`config.mk`:
```
export PLATFORM = sky130hd
export DESIGN_NAME = signal_debouncer
export DESIGN_NICKNAME = d
export VERILOG_FILES = /design/src/rtl/signal_debouncer_pkg.sv /design/src/rtl/signal_sync.sv /design/src/rtl/signal_debouncer.sv
export SDC_FILE = /design/constraint.sdc
export NUM_CORES = 1
export LEC_CHECK = 0
export BUFFER_PORTS_ARGS = -buffer_cell sky130_fd_sc_hd__buf_2
export CAP_MARGIN = 20
export CORE_AREA = 2 2 39 41
export DETAILED_ROUTE_END_ITERATION = 12
export DIE_AREA = 0 0 41 43
export PLACE_DENSITY = 0.54
export SYNTH_ARGS = -nofsm -noshare
export SYNTH_HDL_FRONTEND = slang
export SYNTH_SLANG_ARGS = --single-unit
```
`constraint.sdc`:
```
create_clock -name clk_i -period 1.75 [get_ports clk_i]
set_input_delay 0.175 -clock clk_i [delete_from_list [all_inputs] [get_ports clk_i]]
set_output_delay 0.175 -clock clk_i [all_outputs]
set_load 0.02 [all_outputs]
```
`src/rtl/signal_debouncer_pkg.sv`:
```
// Shared helpers for the input-conditioning blocks.
package signal_debouncer_pkg;

  // Width of a counter that must hold every value 0..max_count without wrapping.
  function automatic int unsigned cnt_width(input int unsigned max_count);
    return (max_count < 1) ? 1 : $clog2(max_count + 1);
  endfunction

endpackage : signal_debouncer_pkg

```
`src/rtl/signal_sync.sv`:
```
// Multi-flop synchroniser for a single asynchronous level.
// Plain shift chain, no logic between stages, so it can be reused by any input stage.
module signal_sync #(
  parameter int unsigned Stages     = 2,
  parameter bit          ResetValue = 1'b0
) (
  input  logic clk_i,
  input  logic rst_ni,
  input  logic d_i,
  output logic q_o
);

  if (Stages < 2) begin : g_bad_stages
    $error("signal_sync: Stages must be at least 2");
  end

  logic [Stages-1:0] r_chain;

  // Shift the raw level through the chain; bit 0 is the metastability-exposed flop.
  always_ff @(posedge clk_i or negedge rst_ni) begin
    if (!rst_ni) begin
      r_chain <= {Stages{ResetValue}};
    end else begin
      r_chain <= {r_chain[Stages-2:0], d_i};
    end
  end

  assign q_o = r_chain[Stages-1];

endmodule : signal_sync

```
`src/rtl/signal_debouncer.sv`:
```
// Synchronise, debounce and edge-detect a raw asynchronous level.
// A change on the synchronised input must persist for DebounceCycles consecutive
// samples before it is committed to signal_o; rise_o/fall_o flag the first cycle
// of each committed change and busy_o shows that a candidate is being counted.
module signal_debouncer
  import signal_debouncer_pkg::*;
#(
  parameter int unsigned SyncStages     = 2,
  parameter int unsigned DebounceCycles = 4,
  parameter bit          ResetValue     = 1'b0
) (
  input  logic clk_i,
  input  logic rst_ni,
  input  logic signal_i,
  output logic signal_o,
  output logic rise_o,
  output logic fall_o,
  output logic busy_o
);

  if (SyncStages < 2) begin : g_bad_sync
    $error("signal_debouncer: SyncStages must be at least 2");
  end
  if (DebounceCycles < 1) begin : g_bad_debounce
    $error("signal_debouncer: DebounceCycles must be at least 1");
  end

  localparam int unsigned     CntW    = cnt_width(DebounceCycles);
  localparam logic [CntW-1:0] LastCnt = CntW'(DebounceCycles - 1);

  typedef enum logic {
    ST_STABLE = 1'b0,
    ST_CHECK  = 1'b1
  } state_e;

  state_e          r_state;
  state_e          w_state_nxt;
  logic [CntW-1:0] r_cnt;
  logic [CntW-1:0] w_cnt_nxt;
  logic            r_level;
  logic            r_rise;
  logic            r_fall;
  logic            w_sync_s;
  logic            w_diff;
  logic            w_commit;

  signal_sync #(
    .Stages     (SyncStages),
    .ResetValue (ResetValue)
  ) u_sync (
    .clk_i  (clk_i),
    .rst_ni (rst_ni),
    .d_i    (signal_i),
    .q_o    (w_sync_s)
  );

  assign w_diff = (w_sync_s != r_level);

  // Next state: count agreeing samples of a candidate change, drop it on any glitch.
  always_comb begin
    w_state_nxt = r_state;
    w_cnt_nxt   = r_cnt;
    w_commit    = 1'b0;
    case (r_state)
      ST_STABLE: begin
        if (w_diff) begin
          if (DebounceCycles == 1) begin
            // A single agreeing sample is enough: commit without leaving STABLE.
            w_commit  = 1'b1;
            w_cnt_nxt = '0;
          end else begin
            w_state_nxt = ST_CHECK;
            w_cnt_nxt   = CntW'(1);
          end
        end
      end
      ST_CHECK: begin
        if (!w_diff) begin
          w_state_nxt = ST_STABLE;
          w_cnt_nxt   = '0;
        end else if (r_cnt == LastCnt) begin
          w_commit    = 1'b1;
          w_state_nxt = ST_STABLE;
          w_cnt_nxt   = '0;
        end else begin
          w_cnt_nxt = r_cnt + 1'b1;
        end
      end
      default: begin
        w_state_nxt = ST_STABLE;
        w_cnt_nxt   = '0;
      end
    endcase
  end

  // FSM state and candidate counter.
  always_ff @(posedge clk_i or negedge rst_ni) begin
    if (!rst_ni) begin
      r_state <= ST_STABLE;
      r_cnt   <= '0;
    end else begin
      r_state <= w_state_nxt;
      r_cnt   <= w_cnt_nxt;
    end
  end

  // Committed level plus single-cycle edge pulses that line up with the level change.
  always_ff @(posedge clk_i or negedge rst_ni) begin
    if (!rst_ni) begin
      r_level <= ResetValue;
      r_rise  <= 1'b0;
      r_fall  <= 1'b0;
    end else begin
      if (w_commit) begin
        r_level <= w_sync_s;
      end
      r_rise <= w_commit & w_sync_s;
      r_fall <= w_commit & ~w_sync_s;
    end
  end

  assign signal_o = r_level;
  assign rise_o   = r_rise;
  assign fall_o   = r_fall;
  assign busy_o   = (r_state == ST_CHECK);

endmodule : signal_debouncer

```
==> metrics.md <==
| Metric | Value |
|---|---|
| Post-CTS setup repair buffer count | 0 |
| Cell-internal power | 451 µW |
| Min cycle time layout | 1290 ps |
| Nets | 42 |
| Hold WC Path Type | primary input to flip-flop |
| Setup-failing EPs final | 0 |
| Worst setup startpoint | r_cnt[0] |
| Leading area contributor after synthesis | dfrtp_1 |
| Reg power frac | 0.459 |
| Comb pwr share | 0.326 |
| Fraction of layout cells with a size suffix above 1 | 0.378 |
| Global-route wire length before repair | 1.01 mm |
| Area contributors post-synth | dfrtp_1, xnor2_2, mux2_4 |
| Post-synth EDFFs | 0 |
| Slew Limit Fails | 0 |
| Clock power frac | 0.216 |
| Cell count after synthesis | 26 |
| CP required | 1880 ps |
| Layout filler cell count | 141 |
| # DRC | 0 |
| Row cnt | 14 |
| Fmax | 0.777 GHz |
| YS warnings | 0 |
| Clock root buffer | clkbuf_4 |
| Reg2reg end | signal_o |
| Cts hold-fix bufs | 1 |
| Setup crit end | signal_o |
| Synth cell types | 14 |
| Status | completed |
| Avg Inst Size Synth | 14.0 µm² |
| Maxcap violations | 0 |
| Setup WS pre-CTS | 484 ps |
| RR Startpoint | r_cnt[0] |
| Most common cell after layout, fill and taps aside | dfrtp_1 |
| Die Wd | 41 µm |
| Most frequent cells in the layout | dfrtp_1, buf_2, nand2_1, clkbuf_4 |
| Iter 0 DRT Violations | 4 |
| Reg2Reg Setup Slack | 460 ps |
| Sequential fraction of the synthesis area | 0.621 |
| Period utilization | 0.736 |
| Worst-Margin Slew | 317 ps |
| Async set-reset flop share out of synthesis | 1.00 |
| Switching power | 242 µW |
| CTS buffer count | 3 |
| Clock skew | 5.07 ps |
| Final hold vios | 0 |
| Primary FF master, synth | dfrtp_1 |
| #FFs+latches synth | 9 |
| Crit path max-delay cell type | dfrtp_1 |
| Arr. time, crit path | 1420 ps |
| Syn Std Cell Area | 363 µm² |
| RD Place Congestion | 0.687 |
| CTS sink cnt | 9 |
| Pleak | 0.000215 µW |
| Delay-heaviest family, CP | flip-flops |
| Switching share of power | 0.349 |
| Critical Path Start Type | flip-flop |
| Initial antenna violation count | 0 |
| Hold WS | 36.6 ps |
| Bufs on Longest Clock Path | 2 |
| H-tree levels | 1 |
| Port bufs | 6 |
| Setup WS post-layout | 463 ps |
| Die ar. | 1760 µm² |
| GRT Total Usage | 0.0866 |
| PwrDens | 1540 nW/µm² |
| Total number of vias | 236 |
| Post-CTS sizing | 0 |
| Io pins | 7 |
| Worst R2R Path Depth | 4 |
| Syn nets | 30 |
| Worst Path Buf+Inv | 0 |
| Crit. path cell count | 4 |
| GRT overflow | 0 |
| Post-synth top area share | 0.621 |
| Overall Power | 693 µW |
| RSZ-0062 raised after global routing | no |
| Worst path max stage delay | 400 ps |
| CTS tree | built |
| Starting Density | 0.262 |
| Post-DP HPWL | 435 µm |
| Synthesis-to-layout area growth | 23.8% |
| Routed WL | 591 µm |
| Detail Route Antenna Nets | 0 |
| Worst-Skew Late Latency | 250 ps |
| Wire per inst | 11.2 µm |
| Via density | 4.45 |
| CORE AREA | 1380 µm² |
| Vias in the first global route | 256 |
| WS Path Type | flip-flop to flip-flop |
| Critical path fanouts, max | 3 |
| Die H | 43 µm |
| Sum Neg Setup Slack | 0 ps |
| Ant. Diodes | 0 |
| CP Capture Type | flip-flop |
| Iteration count of the initial detailed-routing pass | 2 |
| Worst path cell trace | ha_1, nor2b_4, nand2_2, mux2_4 |
| Pin count of the biggest net entering global routing | 10 |
| VDD IR-drop max | 0.463 mV |
| Clk slew on worst S/H paths | 60 ps |
| Rel. slew slack | 0.788 |
## per-layer routing
metal | vias up | track usage | share of wire
met5 | - | 0 | 0
met4 | 0 | 0.0600 | 0
met3 | 0 | 0.0209 | 0.054
met2 | 7 | 0.134 | 0.53
met1 | 115 | 0.0980 | 0.41
li1 | 114 | - | -
## cells in the mapped netlist, drive strengths merged, types with 2 or more instances
cell / instances
a21oi: 2
nor3b: 2
dfrtp: 9
nand2: 4
## flip-flops by register name (all words and copies together), names as in the netlist
register        count
busy_o              1
signal_o            1
rise_o              1
r_cnt               3
u_sync.r_chain      2
fall_o              1
## layout make-up
| class | count | area [µm²] | area share |
|---|---|---|---|
| Tap cell | 16 | 20.0 | 0.0446 |
| Clock buffer | 4 | 26.3 | 0.0585 |
| Timing Repair Buffer | 7 | 40.0 | 0.0891 |
| Multi-Input combinational cell | 16 | 134 | 0.298 |
| Sequential cell | 9 | 225 | 0.501 |
| Inverter | 1 | 3.75 | 0.00836 |
## cells by family after synthesis
logic type | after synthesis | synth area share
DFF | 9 | 0.621
and+or+nand+nor | 8 | 0.148
AOI/OAI and AO/OA | 5 | 0.100
xor gates and xnor gates | 1 | 0.0448
buffers and inverters | 1 | 0.0103
muxes | 1 | 0.0414
adders and majority gates | 1 | 0.0345
## worst min path at each step
stage                     startpoint           endpoint  slack, ps  cells after the start
after global routing        signal_i  u_sync.r_chain[0]         20                      1
final                       signal_i  u_sync.r_chain[0]         40                      1
after detailed placement      rst_ni           signal_o         40                      1
after floorplan               rst_ni             busy_o       -120                      0
after CTS                   signal_i  u_sync.r_chain[0]         30                      1
after global placement        rst_ni             rise_o         30                      1
## power by group through the flow
stage	logic (µW)	clock network [µW]	registers (µW)
2_1_floorplan	133	0	342
3_3_place_gp	210	0	316
3_5_place_dp	225	0	319
4_1_cts	229	155	317
5_1_grt	247	166	326
6_report	226	149	318
## through the flow
| step | utilization | cells | area [µm²] |
|---|---|---|---|
| after floorplan | - | 26 | 363 |
| after global placement | 0.298 | 48 | 413 |
| after detailed placement | 0.298 | 48 | 413 |
| after CTS | 0.325 | 53 | 449 |
| after global routing | 0.325 | 53 | 449 |
| final | 0.325 | 53 | 449 |
No activity file was read; power rests on OpenSTA's default activity.
